$ cat config.mk
export PLATFORM = sky130hd
export DESIGN_NAME = snake_vga_renderer
export DESIGN_NICKNAME = d
export VERILOG_FILES = /design/src/rtl/snake_vga_renderer.sv
export SDC_FILE = /design/constraint.sdc
export NUM_CORES = 1
export LEC_CHECK = 0
export BUFFER_PORTS_ARGS = -buffer_cell sky130_fd_sc_hd__buf_2
export CORE_ASPECT_RATIO = 1.4
export CORE_MARGIN = 2
export CORE_UTILIZATION = 54
export CTS_CLUSTER_DIAMETER = 40
export CTS_CLUSTER_SIZE = 20
export DETAILED_ROUTE_END_ITERATION = 16
export PLACE_DENSITY = 0.86
export SYNTH_ARGS = -nofsm -noshare
export SYNTH_HDL_FRONTEND = slang
export SYNTH_SLANG_ARGS = --single-unit
$ cat constraint.sdc
create_clock -name clk -period 3.7 [get_ports clk]
set_input_delay 0.74 -clock clk [delete_from_list [all_inputs] [get_ports clk]]
set_output_delay 0.74 -clock clk [all_outputs]
set_load 0.01 [all_outputs]
$ cat src/rtl/snake_vga_renderer.sv
// VGA raster stage for the snake game: timing, per-frame coordinate snapshot, cell colouring.
// Define SNAKE_GRID_LINES_EN to draw dim grid lines on empty cells.
module snake_vga_renderer #(
    parameter int H_ACTIVE   = 640,
    parameter int H_FP       = 16,
    parameter int H_SYNC     = 96,
    parameter int H_BP       = 48,
    parameter int V_ACTIVE   = 480,
    parameter int V_FP       = 10,
    parameter int V_SYNC     = 2,
    parameter int V_BP       = 33,
    parameter int CELL_SHIFT = 3
) (
    input  logic       clk,
    input  logic       rst,
    input  logic [7:0] snake_x,
    input  logic [7:0] snake_y,
    input  logic [7:0] fruit_x,
    input  logic [7:0] fruit_y,
    output logic       hsync,
    output logic       vsync,
    output logic       video_on,
    output logic [9:0] pixel_x,
    output logic [9:0] pixel_y,
    output logic [7:0] color_R,
    output logic [7:0] color_G,
    output logic [7:0] color_B,
    output logic       frame_tick
);

    localparam logic [9:0] H_LAST  = 10'(H_ACTIVE + H_FP + H_SYNC + H_BP - 1);
    localparam logic [9:0] V_LAST  = 10'(V_ACTIVE + V_FP + V_SYNC + V_BP - 1);
    localparam logic [9:0] H_ACT   = 10'(H_ACTIVE);
    localparam logic [9:0] V_ACT   = 10'(V_ACTIVE);
    localparam logic [9:0] HS_BEG  = 10'(H_ACTIVE + H_FP);
    localparam logic [9:0] HS_END  = 10'(H_ACTIVE + H_FP + H_SYNC);
    localparam logic [9:0] VS_BEG  = 10'(V_ACTIVE + V_FP);
    localparam logic [9:0] VS_END  = 10'(V_ACTIVE + V_FP + V_SYNC);
    localparam logic [7:0] COL_END = 8'((H_ACTIVE >> CELL_SHIFT) - 1);
    localparam logic [7:0] ROW_END = 8'((V_ACTIVE >> CELL_SHIFT) - 1);
    localparam logic [9:0] SUB_MSK = 10'((1 << CELL_SHIFT) - 1);

    logic [9:0]  h_cnt;
    logic [9:0]  v_cnt;
    logic [7:0]  snake_x_q;
    logic [7:0]  snake_y_q;
    logic [7:0]  fruit_x_q;
    logic [7:0]  fruit_y_q;
    logic        active;
    logic        hsync_s;
    logic        vsync_s;
    logic        latch;
    logic [7:0]  cell_x;
    logic [7:0]  cell_y;
    logic        is_snake;
    logic        is_fruit;
    logic        is_border;
    logic        is_grid;
    logic [23:0] rgb;

    always_ff @(posedge clk or posedge rst) begin
        if (rst) begin
            h_cnt <= '0;
            v_cnt <= '0;
        end else if (h_cnt == H_LAST) begin
            h_cnt <= '0;
            v_cnt <= (v_cnt == V_LAST) ? '0 : v_cnt + 10'd1;
        end else begin
            h_cnt <= h_cnt + 10'd1;
        end
    end

    assign active  = (h_cnt < H_ACT) && (v_cnt < V_ACT);
    assign hsync_s = !((h_cnt >= HS_BEG) && (h_cnt < HS_END));
    assign vsync_s = !((v_cnt >= VS_BEG) && (v_cnt < VS_END));
    assign latch   = (h_cnt == '0) && (v_cnt == V_ACT);

    assign frame_tick = latch;

    // Snapshot once per frame, at the first blanking line, so drawing never tears.
    always_ff @(posedge clk or posedge rst) begin
        if (rst) begin
            snake_x_q <= '0;
            snake_y_q <= '0;
            fruit_x_q <= '0;
            fruit_y_q <= '0;
        end else if (latch) begin
            snake_x_q <= snake_x;
            snake_y_q <= snake_y;
            fruit_x_q <= fruit_x;
            fruit_y_q <= fruit_y;
        end
    end

    assign cell_x = 8'(h_cnt >> CELL_SHIFT);
    assign cell_y = 8'(v_cnt >> CELL_SHIFT);

    assign is_snake  = (cell_x == snake_x_q) && (cell_y == snake_y_q);
    assign is_fruit  = (cell_x == fruit_x_q) && (cell_y == fruit_y_q);
    assign is_border = (cell_x == 8'd0) || (cell_y == 8'd0) ||
                       (cell_x == COL_END) || (cell_y == ROW_END);
    assign is_grid   = ((h_cnt & SUB_MSK) == '0) || ((v_cnt & SUB_MSK) == '0);

    always_comb begin
        rgb = 24'h000000;
        if (!active)
            rgb = 24'h000000;
        else if (is_snake && is_fruit)
            rgb = 24'hFFFF00;
        else if (is_snake)
            rgb = 24'h00FF00;
        else if (is_fruit)
            rgb = 24'hFF0000;
        else if (is_border)
            rgb = 24'h808080;
`ifdef SNAKE_GRID_LINES_EN
        else if (is_grid)
            rgb = 24'h202020;
`else
        else if (is_grid)
            rgb = 24'h000000;
`endif
    end

    always_ff @(posedge clk or posedge rst) begin
        if (rst) begin
            hsync    <= 1'b1;
            vsync    <= 1'b1;
            video_on <= 1'b0;
            pixel_x  <= '0;
            pixel_y  <= '0;
            color_R  <= '0;
            color_G  <= '0;
            color_B  <= '0;
        end else begin
            hsync    <= hsync_s;
            vsync    <= vsync_s;
            video_on <= active;
            pixel_x  <= h_cnt;
            pixel_y  <= v_cnt;
            color_R  <= rgb[23:16];
            color_G  <= rgb[15:8];
            color_B  <= rgb[7:0];
        end
    end

endmodule

==> impl_metrics.yaml <==
synth:
  syn_area_mm2: 0.00363
  yosysWarnings: 0
  yosys.area.top_type: "dfrtp_1"
  ys_seq_area_frac: 0.552
  synthTopCellsByArea: "dfrtp_1 (54%), mux2_2 (9.6%), xnor2_1 (8.0%)"
  postSynthCellCount: 298
  synth_cell_types: 44
  synth_top_cell_area_share: 0.537
  async_reset_ff_frac: 1.00
  ys.flop_type: "dfrtp_1"
  ys_ff_latch: 80
  synth_edf_count: 0
  yosysMostFrequentCell: "dfrtp_1"
  yosys-top-cells-count: "dfrtp_1 (78), xnor2_1 (33), mux2_2 (31), buf_4 (23), nor2_1 (16)"
  syn_avg_cell_area_um2: 12.2
setup_path:
  end_kind: "output pin"
  critPathKind: "reg -> out"
  crit_required_ns: 2.96
  worstPathMaxFanout: 7
  r2r_slack_ns: 1.32
  arrival_ns: 1.98
  start_kind: "register"
timing:
  slew_violations: 0
  whs_ns: 0.479
  setup_viol: 0
  fin_crit_sh: 0.736
  min_period_ns: 2.72
  max_freq_ghz: 0.367
  rsz0062_at_grt: "no"
  skew_ns: 0.0110
  tns_ns: 0
  slew_headroom: 0.356
  worstMarginPinSlew_ns: 0.966
  hold_viol_final: 0
clocking:
  clkLatencyLatePin_ns: 0.36
  clock_path_buffers: 2
  numCtsBuffers: 9
  cts_hold_buf: 0
  cts_tree: "yes"
  clk_pin_slew_ns: 0.09
  h-tree-depth: 3
  post-cts-setup-buffers: 0
  clkSinkCount: 80
  clockRootBuffer: "clkbuf_8"
  ctsResizeCount: 0
detailed_routing:
  drcViolationCount: 0
  drt_iter0_markers: 134
  vias: 2400
  ant_nets: 0
  wire_per_inst_um: 16.0
  drtPass1Iterations: 4
  drt_wl_total_um: 6930
  vias_per_cell: 5.54
grt:
  grt_max_degree: 81
  grt_pass1_wl_um: 11600
  grt_pass1_vias: 2424
  antenna_found_initial: 0
  globalRouteOverflowTotal: 0
  grt_usage: 0.211
power:
  power_density_mw_per_mm2: 397
  p_sw_frac: 0.218
  p_sw_uw: 355
  power_frac_seq: 0.536
  p_int_mw: 1.27
  p_comb_frac: 0.023
  irDropWorstVdd_mv: 0.275
  p_clk_frac: 0.441
  p_leak_nw: 2.05
  finalPower_mw: 1.63
final_layout:
  antenna_cells: 0
  layout.nets: 392
  area_growth_pct: 13.0
  final_util: 0.625
  multiInputGateArea_mm2: 0.00137
  fill_cells: 523
  fin_area_mm2: 0.00411
  regArea_mm2: 0.00200
  layout-drive-gt1-share: 0.370
run_status:
  status: "finished, final reports clean"
place:
  gp_congestion: 0.836
  port_buffers: 74
  dp_hpwl_um: 5010
  dpl_cell_area_mm2: 0.00388
floorplanning:
  core-area_mm2: 0.00657
  die-area_mm2: 0.00741
  io_pins: 82
  rows: 35
  dieWidth_um: 73.3
  die_y_um: 101
  start_util: 0.553
hold_path:
  min_path_type: "reg -> reg"
job:
  maxCapViolCount: 0
## final cells by class
class | instances | area share
flip-flops and latches | 80 | 0.488
clock buffers | 9 | 0.0302
multi-input cells | 179 | 0.333
repair buffers | 76 | 0.0939
well taps | 74 | 0.0226
clock inverters | 7 | 0.0250
inverters | 8 | 0.00731
## power by group through the flow
| stage | Sequential, mW | Combinational (mW) | Clock [mW] |
|---|---|---|---|
| 4_1_cts | 0.873 | 0.0384 | 0.729 |
| 5_1_grt | 0.874 | 0.0440 | 0.763 |
| 6_report | 0.874 | 0.0372 | 0.718 |
| 2_1_floorplan | 0.891 | 0.0216 | 0 |
| 3_3_place_gp | 0.891 | 0.0378 | 0 |
| 3_5_place_dp | 0.891 | 0.0384 | 0 |
## worst paths after layout
path | to | cells past startpoint | startpoint
worst max-delay path | frame_tick | 5 | v_cnt[1]$_DFFE_PP0N_
worst min-delay path | pixel_x[1]$_DFF_PP0_ | 0 | h_cnt[1]$_DFF_PP0_
worst max register to register | fruit_y_q[6]$_DFFE_PP0P_ | 6 | v_cnt[1]$_DFFE_PP0N_
worst min register to register | pixel_x[1]$_DFF_PP0_ | 0 | h_cnt[1]$_DFF_PP0_
max in group asynchronous | snake_x_q[4]$_DFFE_PP0P_ | 3 | rst
min in group asynchronous | h_cnt[1]$_DFF_PP0_ | 3 | rst
## through the flow
| stage | cells | worst slack [ns] |
|---|---|---|
| after global placement | 417 | 1.40 |
| after global routing | 433 | 0.867 |
| final | 433 | 0.977 |
| after floorplan | 304 | 0.912 |
| after CTS | 433 | 0.968 |
| after detailed placement | 417 | 1.34 |
## cells in the final DEF (no fill, tap or decap), types with 9 or more instances in the layout
master	count
buf_2	74
clkbuf_8	9
dfrtp_1	78
mux2_2	31
nand2_1	12
nand3_1	9
nand4_1	10
nor2_1	16
xnor2_1	33
## logic make-up after synthesis
family,after synthesis,synth area share
DFF,80,0.552
and+or+nand+nor,79,0.131
buffers and inverters,45,0.0782
xor gates and xnor gates,39,0.0940
muxes,32,0.0992
AOI/OAI and AO/OA,18,0.0313
adders and majority gates,4,0.0138
other,1,0.00103
## sequential cells by signal (all words and copies together), names as in the netlist, 2 cells and up
signal,cells
pixel_y,10
v_cnt,10
color_R,2
h_cnt,10
snake_y_q,8
pixel_x,10
fruit_x_q,8
fruit_y_q,8
snake_x_q,8
color_G,2
## worst max-delay path: stages, from the launching register on
cell,delay (ns)
dfrtp_1,0.46
inv_1,0.09
ha_1,0.20
or4bb_1,0.57
nor3_1,0.15
buf_2,0.16
## layer usage
layer	up-vias	GRT usage	wire length [µm]
met5	-	0	0
met4	0	0.115	248
met3	20	0.0470	373
met2	89	0.349	3600
met1	1179	0.254	2710
li1	1112	-	-
No activity file was read; power rests on OpenSTA's default activity.
